<file path="src/rtl/instr_dispatcher.sv">
// instr_dispatcher: host-facing instruction FIFO and issue sequencer for the
// matrix coprocessor core. Instructions are queued, opcode-screened, and issued
// one at a time as a single-cycle activate strobe. The next instruction is
// issued only after the core reports completion.
// Optional feature: define TIMEOUT_EN to add a watchdog on the WAIT state.
// Without it, err_timeout is tied low and WAIT lasts until cop_done.
module instr_dispatcher #(
  parameter int DEPTH          = 4,
  parameter int CNT_W          = 8,
  parameter int TIMEOUT_CYCLES = 1024
) (
  input  logic                     clk,
  input  logic                     reset_n,
  input  logic [31:0]              instr_in,
  input  logic                     instr_valid,
  output logic                     instr_ready,
  input  logic                     flush,
  output logic [31:0]              cop_instruction,
  output logic                     cop_activate,
  input  logic                     cop_done,
  output logic                     busy,
  output logic [$clog2(DEPTH):0]   fifo_count,
  output logic [CNT_W-1:0]         done_count,
  output logic [CNT_W-1:0]         drop_count,
  output logic                     err_illegal,
  output logic                     err_timeout,
  input  logic                     err_clear
);

  localparam int AW = $clog2(DEPTH);
  localparam int PW = AW + 1;
  localparam logic [PW-1:0]    PTR_ONE = PW'(1);
  localparam logic [CNT_W-1:0] CNT_ONE = CNT_W'(1);

  // Elaboration-time guard on the configuration.
  if (DEPTH < 2 || (DEPTH & (DEPTH - 1)) != 0 || TIMEOUT_CYCLES < 1) begin : g_bad_cfg
    $error("instr_dispatcher: DEPTH must be a power of two >= 2 and TIMEOUT_CYCLES >= 1");
  end

  typedef enum logic [1:0] {
    ST_IDLE  = 2'd0,
    ST_ISSUE = 2'd1,
    ST_WAIT  = 2'd2
  } state_e;

  // Opcodes 1..12 (READ, WRITE, SUM..DET5) are accepted; 0 and 13..15 are not.
  function automatic logic opcode_legal(input logic [3:0] op);
    return (op >= 4'd1) && (op <= 4'd12);
  endfunction

  // FIFO storage and pointers (one extra wrap bit each)
  logic [31:0]   mem_q [DEPTH];
  logic [PW-1:0] wr_ptr_q, wr_ptr_d;
  logic [PW-1:0] rd_ptr_q, rd_ptr_d;
  logic          full_s, empty_s, push_s, pop_s;
  logic [31:0]   head_s;

  // Sequencer state and host-visible registers
  state_e           state_q, state_d;
  logic [31:0]      cop_instr_q, cop_instr_d;
  logic             cop_act_q, cop_act_d;
  logic [CNT_W-1:0] done_cnt_q, done_cnt_d;
  logic [CNT_W-1:0] drop_cnt_q, drop_cnt_d;
  logic             err_ill_q, err_ill_d;
  logic             ill_set_s;

`ifdef TIMEOUT_EN
  localparam int TW = $clog2(TIMEOUT_CYCLES) + 1;
  localparam logic [TW-1:0] TMO_LAST = TW'(TIMEOUT_CYCLES - 1);
  localparam logic [TW-1:0] TMO_ONE  = TW'(1);
  logic [TW-1:0] tmo_cnt_q, tmo_cnt_d;
  logic          err_tmo_q, err_tmo_d;
  logic          tmo_set_s;
`endif

  assign full_s  = (wr_ptr_q[AW-1:0] == rd_ptr_q[AW-1:0]) && (wr_ptr_q[AW] != rd_ptr_q[AW]);
  assign empty_s = (wr_ptr_q == rd_ptr_q);
  assign head_s  = mem_q[rd_ptr_q[AW-1:0]];

  // Flush blocks both the push side and the pop side in its cycle.
  assign instr_ready = reset_n && !full_s && !flush;
  assign push_s      = instr_valid && instr_ready;
  assign pop_s       = (state_q == ST_IDLE) && !empty_s && !flush;

  assign fifo_count      = wr_ptr_q - rd_ptr_q;
  assign busy            = (state_q != ST_IDLE) || !empty_s;
  assign cop_instruction = cop_instr_q;
  assign cop_activate    = cop_act_q;
  assign done_count      = done_cnt_q;
  assign drop_count      = drop_cnt_q;
  assign err_illegal     = err_ill_q;
`ifdef TIMEOUT_EN
  assign err_timeout     = err_tmo_q;
`else
  assign err_timeout     = 1'b0;
`endif

  // Next FIFO pointers: flush snaps the read pointer onto the write pointer.
  always_comb begin
    wr_ptr_d = wr_ptr_q;
    rd_ptr_d = rd_ptr_q;
    if (flush) begin
      rd_ptr_d = wr_ptr_q;
    end else begin
      if (push_s) begin
        wr_ptr_d = wr_ptr_q + PTR_ONE;
      end else begin
        wr_ptr_d = wr_ptr_q;
      end
      if (pop_s) begin
        rd_ptr_d = rd_ptr_q + PTR_ONE;
      end else begin
        rd_ptr_d = rd_ptr_q;
      end
    end
  end

  // Sequencer next state, issue strobe, counters and flag set conditions.
  always_comb begin
    state_d     = state_q;
    cop_instr_d = cop_instr_q;
    cop_act_d   = 1'b0;
    done_cnt_d  = done_cnt_q;
    drop_cnt_d  = drop_cnt_q;
    ill_set_s   = 1'b0;
`ifdef TIMEOUT_EN
    tmo_cnt_d   = tmo_cnt_q;
    tmo_set_s   = 1'b0;
`endif
    case (state_q)
      ST_IDLE: begin
        if (pop_s) begin
          if (opcode_legal(head_s[3:0])) begin
            cop_instr_d = head_s;
            state_d     = ST_ISSUE;
          end else begin
            drop_cnt_d = drop_cnt_q + CNT_ONE;
            ill_set_s  = 1'b1;
          end
        end else begin
          state_d = ST_IDLE;
        end
      end
      ST_ISSUE: begin
        cop_act_d = 1'b1;
        state_d   = ST_WAIT;
`ifdef TIMEOUT_EN
        tmo_cnt_d = '0;
`endif
      end
      ST_WAIT: begin
        if (cop_done) begin
          done_cnt_d = done_cnt_q + CNT_ONE;
          state_d    = ST_IDLE;
        end else begin
`ifdef TIMEOUT_EN
          if (tmo_cnt_q == TMO_LAST) begin
            tmo_set_s = 1'b1;
            state_d   = ST_IDLE;
          end else begin
            tmo_cnt_d = tmo_cnt_q + TMO_ONE;
          end
`else
          state_d = ST_WAIT;
`endif
        end
      end
      default: begin
        state_d = ST_IDLE;
      end
    endcase
  end

  // Sticky illegal flag: a set in the same cycle beats err_clear.
  always_comb begin
    if (ill_set_s) begin
      err_ill_d = 1'b1;
    end else if (err_clear) begin
      err_ill_d = 1'b0;
    end else begin
      err_ill_d = err_ill_q;
    end
  end

`ifdef TIMEOUT_EN
  // Sticky timeout flag: a set in the same cycle beats err_clear.
  always_comb begin
    if (tmo_set_s) begin
      err_tmo_d = 1'b1;
    end else if (err_clear) begin
      err_tmo_d = 1'b0;
    end else begin
      err_tmo_d = err_tmo_q;
    end
  end

  // Watchdog registers.
  always_ff @(posedge clk) begin
    if (!reset_n) begin
      tmo_cnt_q <= '0;
      err_tmo_q <= 1'b0;
    end else begin
      tmo_cnt_q <= tmo_cnt_d;
      err_tmo_q <= err_tmo_d;
    end
  end
`endif

  // FIFO storage write; cleared on reset so the head is never unknown.
  always_ff @(posedge clk) begin
    if (!reset_n) begin
      for (int i = 0; i < DEPTH; i++) begin
        mem_q[i] <= 32'd0;
      end
    end else if (push_s) begin
      mem_q[wr_ptr_q[AW-1:0]] <= instr_in;
    end
  end

  // Pointer, FSM, counter and flag registers.
  always_ff @(posedge clk) begin
    if (!reset_n) begin
      wr_ptr_q    <= '0;
      rd_ptr_q    <= '0;
      state_q     <= ST_IDLE;
      cop_instr_q <= 32'd0;
      cop_act_q   <= 1'b0;
      done_cnt_q  <= '0;
      drop_cnt_q  <= '0;
      err_ill_q   <= 1'b0;
    end else begin
      wr_ptr_q    <= wr_ptr_d;
      rd_ptr_q    <= rd_ptr_d;
      state_q     <= state_d;
      cop_instr_q <= cop_instr_d;
      cop_act_q   <= cop_act_d;
      done_cnt_q  <= done_cnt_d;
      drop_cnt_q  <= drop_cnt_d;
      err_ill_q   <= err_ill_d;
    end
  end

endmodule

</file>
<file path="config.mk">
export PLATFORM = sky130hd
export DESIGN_NAME = instr_dispatcher
export DESIGN_NICKNAME = d
export VERILOG_FILES = /design/src/rtl/instr_dispatcher.sv
export SDC_FILE = /design/constraint.sdc
export NUM_CORES = 1
export LEC_CHECK = 0
export CAP_MARGIN = 20
export CORE_MARGIN = 1.5
export CORE_UTILIZATION = 55
export DETAILED_ROUTE_END_ITERATION = 12
export GPL_TIMING_DRIVEN = 1
export PLACE_DENSITY = 0.78
export SETUP_SLACK_MARGIN = 0.4
export SYNTH_ARGS = -nofsm -noshare
export SYNTH_HDL_FRONTEND = slang
export SYNTH_SLANG_ARGS = --single-unit
</file>
<file path="constraint.sdc">
create_clock -name clk -period 5.05 [get_ports clk]
set_clock_uncertainty 0.15 [all_clocks]
set_input_delay 0.7575 -clock clk [delete_from_list [all_inputs] [get_ports clk]]
set_output_delay 0.7575 -clock clk [all_outputs]
set_load 0.02 [all_outputs]
</file>
==> After elaboration in Yosys (flattened, before gate mapping) <==
Memory sizes are Yosys's and may differ from the RTL's. A register that Yosys moved wholly into a read port is not among the register bits.
Index checks and enable logic that the tools add are counted.
{ "word_totals": {"ff_bits": 58, "wordCells": 65, "output_inout_bits": 56, "n_memories": 1, "inputBits": 38, "mem_bits_rw": 128} }
{ "op_classes": {"reduce_logical": 20, "magnitude_cmp": 2, "bitwise": 2, "n_eq_ne": 6, "n_mux": 21, "add_sub_neg": 5} }
{ "memory_table": {"columns": ["name", "depth", "width", "rd", "rd_ports_with_merged_regs", "wr", "line_no", "source"], "rows": [
  ["mem_q", 4, 32, 1, 1, 4, "52", "logic [31:0] mem_q [DEPTH];"]
]} }
{ "ops": {"columns": ["cell", "count"], "rows": [
  ["two-way mux 32 bit", 1],
  ["OR reduction 32 bit", 1],
  ["adder 8 x 1 -> 8 bit (second input constant)", 2],
  ["two-way mux 2 bit", 6],
  ["two-way mux 1 bit", 11],
  ["logical AND 1 bit", 7],
  ["adder 3 x 1 -> 3 bit (second input constant)", 2],
  ["two-way mux 3 bit", 2],
  ["case mux 2 bit (3 select lines)", 1],
  ["AND reduction 3 bit", 2],
  ["nonzero test 2 bit", 3],
  ["greater-or-equal comparator 4 x 1 -> 1 bit (second input constant)", 1],
  ["less-or-equal comparator 4 bit (second input constant)", 1],
  ["AND reduction 2 bit", 2],
  ["equality test 3 bit", 1],
  ["zero test 1 bit", 3],
  ["inequality test 3 x 2 -> 1 bit (second input constant)", 1],
  ["subtractor 3 bit", 1],
  ["equality test 2 x 1 -> 1 bit (second input constant)", 1],
  ["equality test 2 bit", 1],
  ["equality test 2 bit (second input constant)", 1],
  ["zero test 2 bit", 1],
  ["NOT 1 bit", 2],
  ["logical OR 1 bit", 1],
  ["inequality test 1 bit", 1]
]} }

==> Logic depth before layout (Yosys ltp) <==
Gate-level depths: netlist of run 1.
{ "depth": {"depth_word": 11, "mapped_depth": 7, "mapped_depth_nobuf": 6} }

==> Least setup slack after synthesis of run 1 <==
OpenSTA, ideal clock, no wires.
{ "synth_path": {"kind": "register to register", "start": "reg wr_ptr_q[0]", "end": "mem mem_q[3][0], enable pin", "slack_ps": 784, "path_buffers": 0, "setup_ps": 470, "arrival_time_ps": 3646, "stages_incl_launch_ff": 6, "synth_period_minus_slack_ps": 4266, "required_time_ps": 4430, "cell_sequence": "dfxtp_1 inv_1 ha_1 nand2_1 o2111ai_1 o31ai_1"} }
{ "synth_rtl": {"columns": ["item", "line_no", "source"], "rows": [
  ["start: declaration", "53", "logic [PW-1:0] wr_ptr_q, wr_ptr_d;"],
  ["start signal: assignment", "232", "wr_ptr_q <= wr_ptr_d;"],
  ["end: declaration", "52", null]
]} }

==> Worst setup path after layout of run 1 <==
{ "layout_path": {"start": "in reset_n", "end": "out instr_ready"} }
{ "layout_via": {"elab_chain_len": 2} }
{ "layout_lines": {"columns": ["item", "line_no", "source"], "rows": [
  ["start: declaration", "13", "input logic reset_n,"],
  ["logical AND 1 bit (2 in a row)", "81", "assign instr_ready = reset_n && !full_s && !flush;"],
  ["end: declaration", "16", "output logic instr_ready,"]
]} }
No other way between the ends.

==> impl.org, run 1 <==
** Finish
- Leaving out filler cells and counting taps, the final layout contains 898.
- Cells with a size suffix above 1 make up 11.06% of the layout.
- In the layout the commonest cells are sky130_fd_sc_hd__and2_1, sky130_fd_sc_hd__edfxtp_1, sky130_fd_sc_hd__clkdlybuf4s50_1, sky130_fd_sc_hd__nand2_1, sky130_fd_sc_hd__dfxtp_1.
- The final layout contains 746 nets.
- Post-route standard cell area excluding fillers :: 9839 um2
- FILL cells :: 1,032
- The repair_antennas step left the layout with diodes totalling 0.
- The area growth from synthesis to layout is 19.82%.
- Fin util :: between 60% and 70%
- Leaving out fill and tap cells, the most frequent cell in the layout is sky130_fd_sc_hd__and2_1.

** Drt
- Routed length per placed instance :: between 15 and 20 um
- Total wire length :: 16,170 um
- DRT antenna net count :: 0
- Count of vias placed by the detailed router :: between 4,000 and 5,000
- DRT Pass-1 Iters :: 4
- In the routed layout, each cell is associated on average with a via count of approximately 5.6.
- The first routing iteration left ~360 violations.
- In the routed design, unresolved DRC markers number 0.

** Power and ir drop
- Switch share :: 23.22%
- For this design the total switching power over the nets is just under 800 uW.
- Logic pwr share :: 11.5%
- Sequential power share :: 52.6%
- Total power of the final layout :: 3.350 mW
- Pwr dens :: 340.4 nW/um2
- Share of total power in the clock network :: 35.9%
- The analysis attributes to cell leakage a power of 3.675 nW.
- Across the VDD grid, the largest voltage drop is 0.2331 mV.
- Internal power comes to between 2 and 3 mW.

** Setup path
- For the worst flop-to-flop path, the logic depth is 7.
- Series of cell instances along the critical path :: buf_2 -> clkinv_1 -> nor3_1 -> clkdlybuf4s50_1
- The cell family contributing the most delay on the critical path is buffers and inverters.
- The setup path with the least slack is of type input port to output pin.
- Arrival time at the worst endpoint :: 2.94 ns
- Buffer and inverter count on the worst path :: 3
- Worst endpoint required time :: 4.14 ns
- In this design, the stage delay of the slowest critical-path cell is 0.65 ns.
- The worst setup path is launched from an input port.
- The slowest stage of the critical path belongs to the cell sky130_fd_sc_hd__clkdlybuf4s50_1.
- In this run the worst path has a maximum fanout of 32.
- Levels on crit path :: 4
- STA classifies the critical path endpoint as an output pin.

** Placed design
- Placed Cells incl. Taps :: 865
- In this run the cell area measured after placement is roughly 9300 um2.
- Setup slack after placement :: 1.216 ns
- Placer's final routability congestion estimate :: 0.7819
- Post-DP HPWL :: 10,310 um
- During placement, the flow inserted port buffers numbering 92.

** Floorplanning
- Die Ht :: 125.2 um
- After floorplanning, the core was sized to cover 14,530 um2.
- In this run the count of I/O pins placed on the die edge is 94.
- Horizontal die dimension :: 125.2 um
- Effective utilization at floorplan :: approximately 56%
- Number of standard-cell rows in the floorplan :: 44
- The die covers 15,670 um2.

** Timing
- F_max :: 0.2597 GHz
- The number of pins with negative max-slew slack in the final report is 0.
- Total negative slack :: 0 ns
- Dividing the final minimum period by the clock period gives roughly 76%.
- Slew @ Worst Pin :: approximately 1.0 ns
- Setup repair after global routing missed its margin :: no
- Counting I/O delays and the setup requirement, the final critical path takes about 3.9 ns.
- The number of failing hold endpoints at the final stage came to 0.
- Setup violations remaining at the end of the flow were counted as 0.
- Hold slack :: slightly above 0.3 ns
- Worst setup margin :: about 1.2 ns
- Headroom to the max-slew limit came out at between 30% and 40%.

** Yosys
- Synthesis inferred between 150 and 200 register bits.
- For this run, the leading register cell type out of synthesis is sky130_fd_sc_hd__edfxtp_1.
- Counting every net in the synthesized netlist gives 663.
- Synthesis instantiated 47 different standard cells from the library.
- In the synthesized netlist the async set-or-reset flop fraction comes to 0%.
- Sequential-to-total area share from yosys stat :: 61.44%
- Total number of yosys warnings :: 0
- After technology mapping, the gate count stands at around 620.
- Total standard cell area after synthesis :: 8212 um2
- Dividing the synthesized area by the synthesized cell count gives 13.29 um2.
- The synthesized design contains 128 enable-type register cells.

** Clock tree
- Postcts setup bufs :: 0
- Buffer depth of the longest clock path :: 2
- Number of buffers inserted during clock tree synthesis :: 17
- CTS root buf :: sky130_fd_sc_hd__clkbuf_16
- Total of cells resized after clock tree synthesis :: 0
- The H-tree was split into 4 levels.
- TritonCTS clock tree :: built
- Clock transition at the registers of the reported paths :: 0.06 ns
- Skew-Pair Late Insertion Delay :: 0.43 ns
- Buffers inserted to repair hold after CTS numbered 0.
- Clock tree synthesis found a total of approximately 190 sinks.

** Worst hold path
- Hold Path Class :: flop to flop
- Count of cells along the worst hold path :: 2

** Outcome
- Outcome :: complete, no violations

** Global routing
- Overall fraction of global-route tracks in use :: 21.74%
- Maximum number of pins on one net before global-route repair :: 57
- The initial antenna violation count was 0.
- First-pass GRT wire length :: 26,320 um
- The via count of the first global-routing pass was slightly above 5,000.
- Summed over all layers, the global routing overflow is 0.

** Job
- Across the run, the number of max-cap violations was 0.
## power groups by stage
stage	logic (mW)	clock network, mW	registers (mW)
after floorplan	0.230	0	1.80
final	0.384	1.20	1.76
after global routing	0.412	1.28	1.77
after global placement	0.371	0	1.79
after detailed placement	0.381	0	1.80
after CTS	0.383	1.21	1.76
## worst paths after layout
check                                     endpoint  slack [ns]                from
worst min-delay path            cop_instruction[1]        0.31  cop_instruction[1]
worst min register to register  cop_instruction[1]        0.31  cop_instruction[1]
worst max register to register        mem_q[1][17]        1.53         wr_ptr_q[0]
worst max-delay path                   instr_ready        1.20             reset_n
## sequential cells by signal, indices dropped and copies added, names as in the netlist, named ones only
signal / flops
cop_activate: 1
cop_instruction: 32
done_count: 8
drop_count: 8
err_illegal: 1
mem_q: 128
rd_ptr_q: 3
state_q: 2
wr_ptr_q: 3
## cells in the mapped netlist (3+ instances only)
library cell | n | area (um2)
sky130_fd_sc_hd__mux2i_1 | 40 | 400.4
sky130_fd_sc_hd__xnor2_1 | 7 | 61.31
sky130_fd_sc_hd__xor2_1 | 5 | 43.79
sky130_fd_sc_hd__nor3_1 | 8 | 40.04
sky130_fd_sc_hd__nand2_1 | 78 | 292.8
sky130_fd_sc_hd__a211oi_1 | 8 | 60.06
sky130_fd_sc_hd__dfxtp_1 | 60 | 1201
sky130_fd_sc_hd__nand4_1 | 5 | 31.28
sky130_fd_sc_hd__mux4_2 | 32 | 720.7
sky130_fd_sc_hd__nand2b_1 | 10 | 62.56
sky130_fd_sc_hd__edfxtp_1 | 128 | 3844
sky130_fd_sc_hd__o21ai_0 | 4 | 20.02
sky130_fd_sc_hd__clkbuf_1 | 27 | 101.4
sky130_fd_sc_hd__nand3_1 | 3 | 15.01
sky130_fd_sc_hd__inv_1 | 9 | 33.78
sky130_fd_sc_hd__a21oi_1 | 4 | 20.02
sky130_fd_sc_hd__nor2_1 | 18 | 67.56
sky130_fd_sc_hd__and2_1 | 129 | 807.0
sky130_fd_sc_hd__ha_1 | 6 | 75.07
sky130_fd_sc_hd__buf_4 | 5 | 37.54
## logic make-up after synthesis
kind of cell,synth area share (%)
other,0.04567
flip-flops,61.44
multiplexers,13.65
AND/OR/NAND/NOR,17.20
AO/OA/AOI/OAI,2.773
adder cells (fa/ha/maj),1.158
buffers and inverters,2.453
XOR/XNOR,1.280
## cell type report
type / instances / area, um2 / area share [%]
flip-flops and latches: 188 / 5047 / 51.30
multi-input cells: 384 / 3002 / 30.51
repair buffers: 100 / 1003 / 10.20
clock buffers: 22 / 444.2 / 4.514
well taps: 184 / 230.2 / 2.340
clock inverters: 10 / 75.07 / 0.7630
inverters: 10 / 37.54 / 0.3815
## routing by layer
metal  GRT usage (%)  vias to the layer above  share of wire, %
met3           4.493                       19               5.4
li1                -                     2366                 -
met4           8.289                        0               1.9
met2           36.77                      139                50
met1           27.82                     2464                42
met5               0                        -                 0
## worst register-to-register path: cells and delay by family (launching register included)
kind	cells	cell delay, ns
compound gates	1	0.40
fa+ha+maj	1	0.36
buf+inv	2	0.53
flops	1	0.44
simple gates	3	1.27
(Power assumes the default switching activity.)
==> inputs of run 2 (changes only) <==
--- a/config.mk
+++ b/config.mk
@@ -7,10 +7,10 @@
 export LEC_CHECK = 0
 export CAP_MARGIN = 20
 export CORE_MARGIN = 1.5
-export CORE_UTILIZATION = 55
+export CORE_UTILIZATION = 51
 export DETAILED_ROUTE_END_ITERATION = 12
 export GPL_TIMING_DRIVEN = 1
-export PLACE_DENSITY = 0.78
+export PLACE_DENSITY = 0.76
 export SETUP_SLACK_MARGIN = 0.4
 export SYNTH_ARGS = -nofsm -noshare
 export SYNTH_HDL_FRONTEND = slang
==> constraint.sdc (replaced) <==
create_clock -name clk -period 3.42 [get_ports clk]
set_clock_uncertainty 0.15 [all_clocks]
set_input_delay 0.513 -clock clk [delete_from_list [all_inputs] [get_ports clk]]
set_output_delay 0.513 -clock clk [all_outputs]
set_load 0.02 [all_outputs]
==> run 2 against run 1 <==
- wire length is 0.53% higher
- critical endpoint is now cop_instruction[29]
- die area is 7.6% higher
- total power is 49% higher
- critical path depth rose by 1
- combinational power increased by 54%
- global-route usage down 0.86 points
==> impl.org, run 2 (synthesized netlist as in run 1, its figures left out) <==
** Clock tree
- Number of H-tree levels :: 4 (unchanged)
- The buffer count from post-CTS setup fixing was 0 (unchanged).
- The quantity of hold-fixing buffers added after cts is 0 (unchanged).
- The root buffer cell chosen for the clock tree is sky130_fd_sc_hd__clkbuf_16.
- The clock transition at the registers of the reported paths came to 0.06 ns (about the same).
- The total CTS buffers is 17 (unchanged).
- The number of sinks on the clock net was 188 (unchanged).
- Buffer depth of the longest clock path :: 2 (unchanged)
- The clock latency on the worst-skew pair came to 0.43 ns (about the same).
- TritonCTS clock tree :: built

** Power and ir drop
- Peak supply drop :: 0.3798 mV (+63%)
- The reported leakage power came to 3.771 nW (+2.6%).
- The power density over the cells was 499.7 nW/um2 (+47%).

** Floorplanning
- Die Outline Area :: 16,870 um2 (+7.6%)
- The placeable core region was 15,830 um2 (+8.9%).
- Number of standard-cell rows in the floorplan :: 46 (+4.5%)
- The I/O pin total is 94 (unchanged).
- The initial core utilization came to 51.88% (-4.6 points).
- The die outline height came to 129.9 um (+3.8%).
- The die boundary width came to 129.9 um (+3.8%).

** Placed design
- The HPWL reported at the end of detailed placement was 10,330 um (+0.20%).
- Quantity of I/O buffers inserted on ports :: 92 (unchanged)
- The number of placed instances, taps included was 907 (+4.9%).
- The post-placement worst setup slack was 0.3300 ns (-0.8860 ns).
- Placer's final routability congestion estimate :: 0.7952 (+1.7%)
- Cell area after placement :: 9437 um2 (+1.5%)

** Drt
- The routed wire length per instance was 17.31 um (-3.9%).
- The residual DRC count is 0 (unchanged).
- In this run the top signal layer used is met4.
- The routed length on met3 came to 644 um (-27%).
- Amount of wire on met2 after detailed routing :: 8312 um (+2.3%)
- First-iteration detailed-routing DRC count :: 382 (+5.2%)
- The via count normalized by instance count was 5.322 (-4.2%).
- DRT antenna net count :: 0 (unchanged)
- Total wire length :: 16,260 um (+0.53%)
- The number of iterations in the first detailed-routing pass came to 4 (unchanged).
- The number of vias in the routed layout is 4,997 (+0.18%).
- M1 wire length :: 6945 um (+1.2%)

** Worst hold path
- The path class of the tightest hold or removal check is input port to flop.
- Count of cells along the worst hold path :: 2 (unchanged)

** Timing
- Max-Slew Margin vs Limit :: 40.93% (+8.0 points)
- Total negative slack :: 0 ns (unchanged)
- Dividing the final minimum period by the clock period gives 82.44%.
- Worst setup margin :: 0.6005 ns (-0.5990 ns)
- The smallest clock period supported by the final layout is computed as approximately 2.8 ns.
- Slew @ Worst Pin :: 0.8860 ns (-0.1151 ns)
- Timing would allow up to 0.3547 GHz.
- Setup repair after global routing missed its margin :: no
- Final setup viols :: 0 (unchanged)
- Hold slack :: 0.2134 ns (-0.09420 ns)
- Final count of hold timing violations :: 0 (unchanged)
- Pins over their slew limit :: 0 (unchanged)

** Finish
- Post-Layout Cell Count :: 939 (+4.6%)
- The ratio of cells with drive above 1 in the final layout is 12.86% (+1.8 points).
- Count of antenna diodes in the layout :: 0 (unchanged)
- NumNets Final :: 755 (+1.2%)
- The total of fill cells in the finished design was 1,193 (+16%).
- Area Growth Syn to Fin :: 21.80%
- mem_q holds more flip-flops than any other register.
- Leaving out fill and tap cells, the most frequent cell in the layout is sky130_fd_sc_hd__and2_1.
- The flip-flop count of the largest register after layout was 128 (unchanged).
- Commonest cells after routing, fill and taps aside :: sky130_fd_sc_hd__and2_1, sky130_fd_sc_hd__edfxtp_1, sky130_fd_sc_hd__clkdlybuf4s50_1, sky130_fd_sc_hd__nand2_1, sky130_fd_sc_hd__dfxtp_1
- The final cell area excluding filler cells is 10,000 um2 (+1.7%).

** Setup path
- Worst endpoint required time :: 3.62 ns (-0.52 ns)
- Worst-path maximum fanout :: 22 (-31%)
- The worst setup path is of the flop to flop kind.
- Arrival time at the worst endpoint :: 3.02 ns (+0.08 ns)
- Series of cell instances along the critical path :: mux4_2 -> or4_1 -> nand3b_4 -> buf_12 -> mux2i_1
- Crit. End Element :: flop
- Depth of the worst register-to-register path :: 5 (-2)
- The largest individual stage delay along the critical path comes from the cell sky130_fd_sc_hd__or4_1.
- Crit-path max cell delay :: 0.76 ns (+0.11 ns)
- Buffer and inverter count on the worst path :: 1 (-2)
- Type of element launching the critical path :: flop
- Kind of cell adding the most delay to the critical path :: simple AND/OR/NAND/NOR gates
- Levels on crit path :: 5 (+1)

** Outcome
- Outcome :: complete, no violations

** Global routing
- Overall fraction of global-route tracks in use :: 20.88% (-0.86 points)
- The global route total overflow was 0 (unchanged).
- The maximum number of pins on one net before global-route repair is 85 (+49%).
- The via count of the first global-routing pass was 5,120 (+1.3%).
- The initial antenna violation count was 0 (unchanged).
- The first-pass GRT wire length was 26,210 um (-0.42%).

** Job
- The number of max-cap violations is 0 (unchanged).
-- run 2: cell types whose count changed in the layout (fill, tap and decap cells not counted), moves of 2 or more --
cell	previous run	this run
sky130_fd_sc_hd__buf_4	6	14
sky130_fd_sc_hd__clkdlybuf4s50_1	91	88
sky130_fd_sc_hd__clkbuf_8	0	3
sky130_fd_sc_hd__clkinv_1	6	1
sky130_fd_sc_hd__dlygate4sd2_1	0	2
sky130_fd_sc_hd__buf_12	0	3
-- run 2: routing by layer --
layer	vias to the layer above	track usage, %
met5	-	0
met4	0	8.889
met3	22	3.485
met2	114	36.41
met1	2487	25.88
li1	2374	-
-- run 2: cell type report --
cell class,count,area [um2],area share [%]
flip-flops and latches,188,5050,50.49
multi-input cells,384,3017,30.16
repair buffers,109,1081,10.81
clock buffers,27,514.2,5.141
well taps,216,270.3,2.702
inverters,10,37.54,0.3753
clock inverters,5,32.53,0.3252
-- run 2: worst paths after layout --
kind | start | to | slack (ns)
max reg2reg | flop | cop_instruction[29] | 0.60
min reg2reg | cop_instruction[21] | cop_instruction[21] | 0.31
min | reset_n | cop_activate | 0.21
max | flop | cop_instruction[29] | 0.60
-- run 2: repair_timing --
action                                 4_1_cts  5_1_grt
resized for setup                            4        3
endpoints found under the hold margin        0        0
setup endpoints to repair                   43       41
-- run 2: through the flow --
step                      total power [mW]  utilization, %
after global placement               3.211           59.62
final                                4.998           63.19
after floorplan                      2.992               -
after global routing                 5.172           63.19
after detailed placement             3.231           59.62
after CTS                            5.036           63.12
-- run 2: report_power, final --
group / internal (mW) / switching [mW]
combinational: 0.282 / 0.309
sequential: 2.53 / 0.0497
clock: 1.03 / 0.792
total: 3.85 / 1.15
-- run 2: worst register-to-register path, stage by stage (launching register included) --
cell	delay, ns
sky130_fd_sc_hd__dfxtp_4	0.47
sky130_fd_sc_hd__mux4_2	0.60
sky130_fd_sc_hd__or4_1	0.76
sky130_fd_sc_hd__nand3b_4	0.30
sky130_fd_sc_hd__buf_12	0.25
sky130_fd_sc_hd__mux2i_1	0.22
==> inputs of run 3 (changes only) <==
--- a/config.mk
+++ b/config.mk
@@ -7,10 +7,10 @@
 export LEC_CHECK = 0
 export CAP_MARGIN = 20
 export CORE_MARGIN = 1.5
-export CORE_UTILIZATION = 51
+export CORE_UTILIZATION = 55
 export DETAILED_ROUTE_END_ITERATION = 12
 export GPL_TIMING_DRIVEN = 1
-export PLACE_DENSITY = 0.76
+export PLACE_DENSITY = 0.78
 export SETUP_SLACK_MARGIN = 0.4
 export SYNTH_ARGS = -nofsm -noshare
 export SYNTH_HDL_FRONTEND = slang
==> constraint.sdc (replaced) <==
create_clock -name clk -period 2.9 [get_ports clk]
set_clock_uncertainty 0.15 [all_clocks]
set_input_delay 0.435 -clock clk [delete_from_list [all_inputs] [get_ports clk]]
set_output_delay 0.435 -clock clk [all_outputs]
set_load 0.02 [all_outputs]
==> run 3 against run 2 <==
- core utilization increased by 6.8 points
- total power rose by 26%
- critical path depth down 1
- non-clock buffer count is 5 higher
- wire length rose by 3.8%
- critical path type is now flop to output pin
- clock-buffer cell count is 3 lower
- first-iteration DRC count down 24%
- combinational power is 24% higher
- worst hold slack improved by 0.045 ns
- setup slack worse by 0.15 ns
==> impl.org, run 3 (synthesized netlist as in run 1, its figures left out) <==
** Outcome
- The flow ran to the end, and the final reports show no timing, DRC or antenna violations.

** Finish
- Commonest cells after routing, fill and taps aside :: sky130_fd_sc_hd__and2_1, sky130_fd_sc_hd__edfxtp_1, sky130_fd_sc_hd__clkdlybuf4s50_1, sky130_fd_sc_hd__nand2_1, sky130_fd_sc_hd__dfxtp_1
- Max reg flops :: 128 (unchanged)
- The library cell used most frequently in the layout, excluding fill and tap cells, is sky130_fd_sc_hd__and2_1.
- NumNets Final :: 760 (+0.66%)
- The ratio of cells with drive above 1 in the final layout came to 15.80% (+2.9 points).
- The non-filler instance count after layout came to 913 (-2.8%).
- Relative to the synthesized area, the layout overhead comes to 23.86%.
- Fin util :: 69.98% (+6.8 points)
- Register containing the most flip-flops in the final layout :: mem_q
- The final cell area excluding filler cells is 10,170 um2 (+1.7%).

** Drt
- The via count normalized by instance count was 5.563 (+4.5%).
- Total wire length :: 16,870 um (+3.8%)
- The routed wire length per instance was 18.48 um (+6.8%).
- DRT antenna net count :: 0 (unchanged)
- The number of DRC markers after the initial detailed-route iteration was 291 (-24%).
- Residual DRC count :: 0 (unchanged)
- Count of vias placed by the detailed router :: 5,079 (+1.6%)
- The number of iterations in the first detailed-routing pass was 5 (+1).

** Clock tree
- Number of H-tree levels :: 4 (unchanged)
- CTS root buf :: sky130_fd_sc_hd__clkbuf_16
- TritonCTS built the clock tree.
- The deepest clock path buffer count came to 2 (unchanged).
- The buffer count from post-CTS setup fixing was 0 (unchanged).
- Number of hold-repair buffers added at the cts stage :: 0 (unchanged)
- Skew-Pair Late Insertion Delay :: 0.42 ns (about the same)
- Clk sink count :: 188 (unchanged)
- Number of buffers inserted during clock tree synthesis :: 17 (unchanged)
- Clock transition at the registers of the reported paths :: 0.07 ns (about the same)

** Floorplanning
- The die outline height was 125.2 um (-3.6%).
- Effective utilization at floorplan :: 56.50% (+4.6 points)
- Horizontal die dimension :: 125.2 um (-3.6%)
- Number of standard-cell rows in the floorplan :: 44 (-4.3%)
- The placeable core region was 14,530 um2 (-8.2%).
- The I/O pin total was 94 (unchanged).
- The full die area came to 15,670 um2 (-7.1%).

** Placed design
- The global placement routability congestion was 0.7438 (-6.5%).
- Post-DP HPWL :: 10,570 um (+2.3%)
- Cell area after placement :: 9440 um2 (about the same)
- The number of placed instances, taps included came to 879 (-3.1%).
- Quantity of I/O buffers inserted on ports :: 92 (unchanged)

** Timing
- Setup repair after global routing missed its margin :: yes
- Based on the critical path, the design can be clocked at up to 0.4083 GHz.
- The hold slack is 0.2582 ns (+0.04481 ns).
- The number of failing hold endpoints at the final stage came to 0 (unchanged).
- Slew @ Worst Pin :: 0.6909 ns (-0.1951 ns)
- After layout, the worst path uses ~84% of the clock period.
- The clock period could shrink to 2.449 ns.
- The worst slew margin relative to its limit came to 53.94% (+13 points).
- Total negative slack :: 0 ns (unchanged)
- Pins over their slew limit :: 0 (unchanged)
- The number of endpoints failing setup at the final stage is 0 (unchanged).

** Power and ir drop
- The maximum vdd ir drop came to 0.4607 mV (+21%).
- Static Leakage :: 3.844 nW (+1.9%)
- Pwr dens :: 621.4 nW/um2 (+24%)

** Global routing
- Grt ovf :: 0 (unchanged)
- The maximum number of pins on one net before global-route repair is 69 (-19%).
- The via count of the first global-routing pass is 5,211 (+1.8%).
- First-pass GRT wire length :: 26,940 um (+2.8%)
- The overall routing resource usage came to 22.45% (+1.6 points).
- Antenna violations before repair :: 0 (unchanged)

** Setup path
- The critical path goes through inv_2 -> ha_4 -> nand4_1 -> clkdlybuf4s50_1.
- By startpoint and endpoint, the worst setup path is classified as flop to output pin.
- The required time of the worst setup path came to 2.32 ns (-1.30 ns).
- Worst-path maximum fanout :: 5 (-77%)
- On the critical path, the stage with the largest delay is an instance of sky130_fd_sc_hd__clkdlybuf4s50_1.
- Arrival time at the worst endpoint :: 1.86 ns (-1.16 ns)
- Type of element launching the critical path :: flop
- Crit. End Element :: output pin
- Crit-path max cell delay :: 0.61 ns (-0.15 ns)

** Worst hold path
- Hold Path Class :: input port to flop

** Job
- Count of max-cap constraint violations :: 0 (unchanged)
[run 3: cell types whose count changed in the layout (fill, tap and decap cells not counted), moves of 3 or more]
cell	previous run	this run
sky130_fd_sc_hd__clkbuf_1	6	0
sky130_fd_sc_hd__dfxtp_1	58	55
sky130_fd_sc_hd__bufinv_16	0	3
sky130_fd_sc_hd__buf_4	14	19
[run 3: cell type report]
class | instances | area, um2
flip-flops and latches | 188 | 5056
fillers | 1022 | 4363
multi-input cells | 384 | 3059
repair buffers | 114 | 1119
clock buffers | 24 | 544.3
well taps | 184 | 230.2
clock inverters | 8 | 122.6
inverters | 10 | 37.54
diodes | 1 | 2.502
[run 3: power breakdown]
group | switching (mW) | internal [mW]
logic | 0.383 | 0.349
clock network | 0.968 | 1.58
registers | 0.0563 | 2.99
total | 1.41 | 4.91
[run 3: through the flow]
stage / setup slack [ns] / power, mW
finish: 0.4510 / 6.320
global route: 0.3933 / 6.522
detailed placement: 0.1160 / 3.819
global placement: 0.2120 / 3.789
floorplan: 0.4079 / 3.536
CTS: 0.3239 / 6.338
[run 3: path summary, 6_finish.rpt]
kind / start / to / slack [ns] / depth (start not counted)
max: wr_ptr_q[0] / busy / 0.45 / 4
min: reset_n / cop_instruction[8] / 0.26 / 3
max reg2reg: flop / drop_count[6] / 0.49 / 4
min reg2reg: cop_instruction[15] / cop_instruction[15] / 0.31 / 2
[run 3: layer usage]
layer  track usage, %  routed length (um)  part of all wire (%)
met5                0                   0                     0
met3            3.894                 666                   3.9
met1            27.64                6870                    41
met4            8.556                 278                   1.6
met2            39.70                9059                    54
[run 3: critical path: cells and delay by family, from the launching register on]
family | cells | cell delay, ns
AND/OR/NAND/NOR | 1 | 0.08
adder cells (fa/ha/maj) | 1 | 0.23
flip-flops | 1 | 0.37
buffers and inverters | 2 | 0.75
[run 3: what timing repair did]
item,in CTS,in global routing
endpoints found under the setup margin,41,38
pin swaps,0,2
gates cloned,0,1
resized for setup,12,10
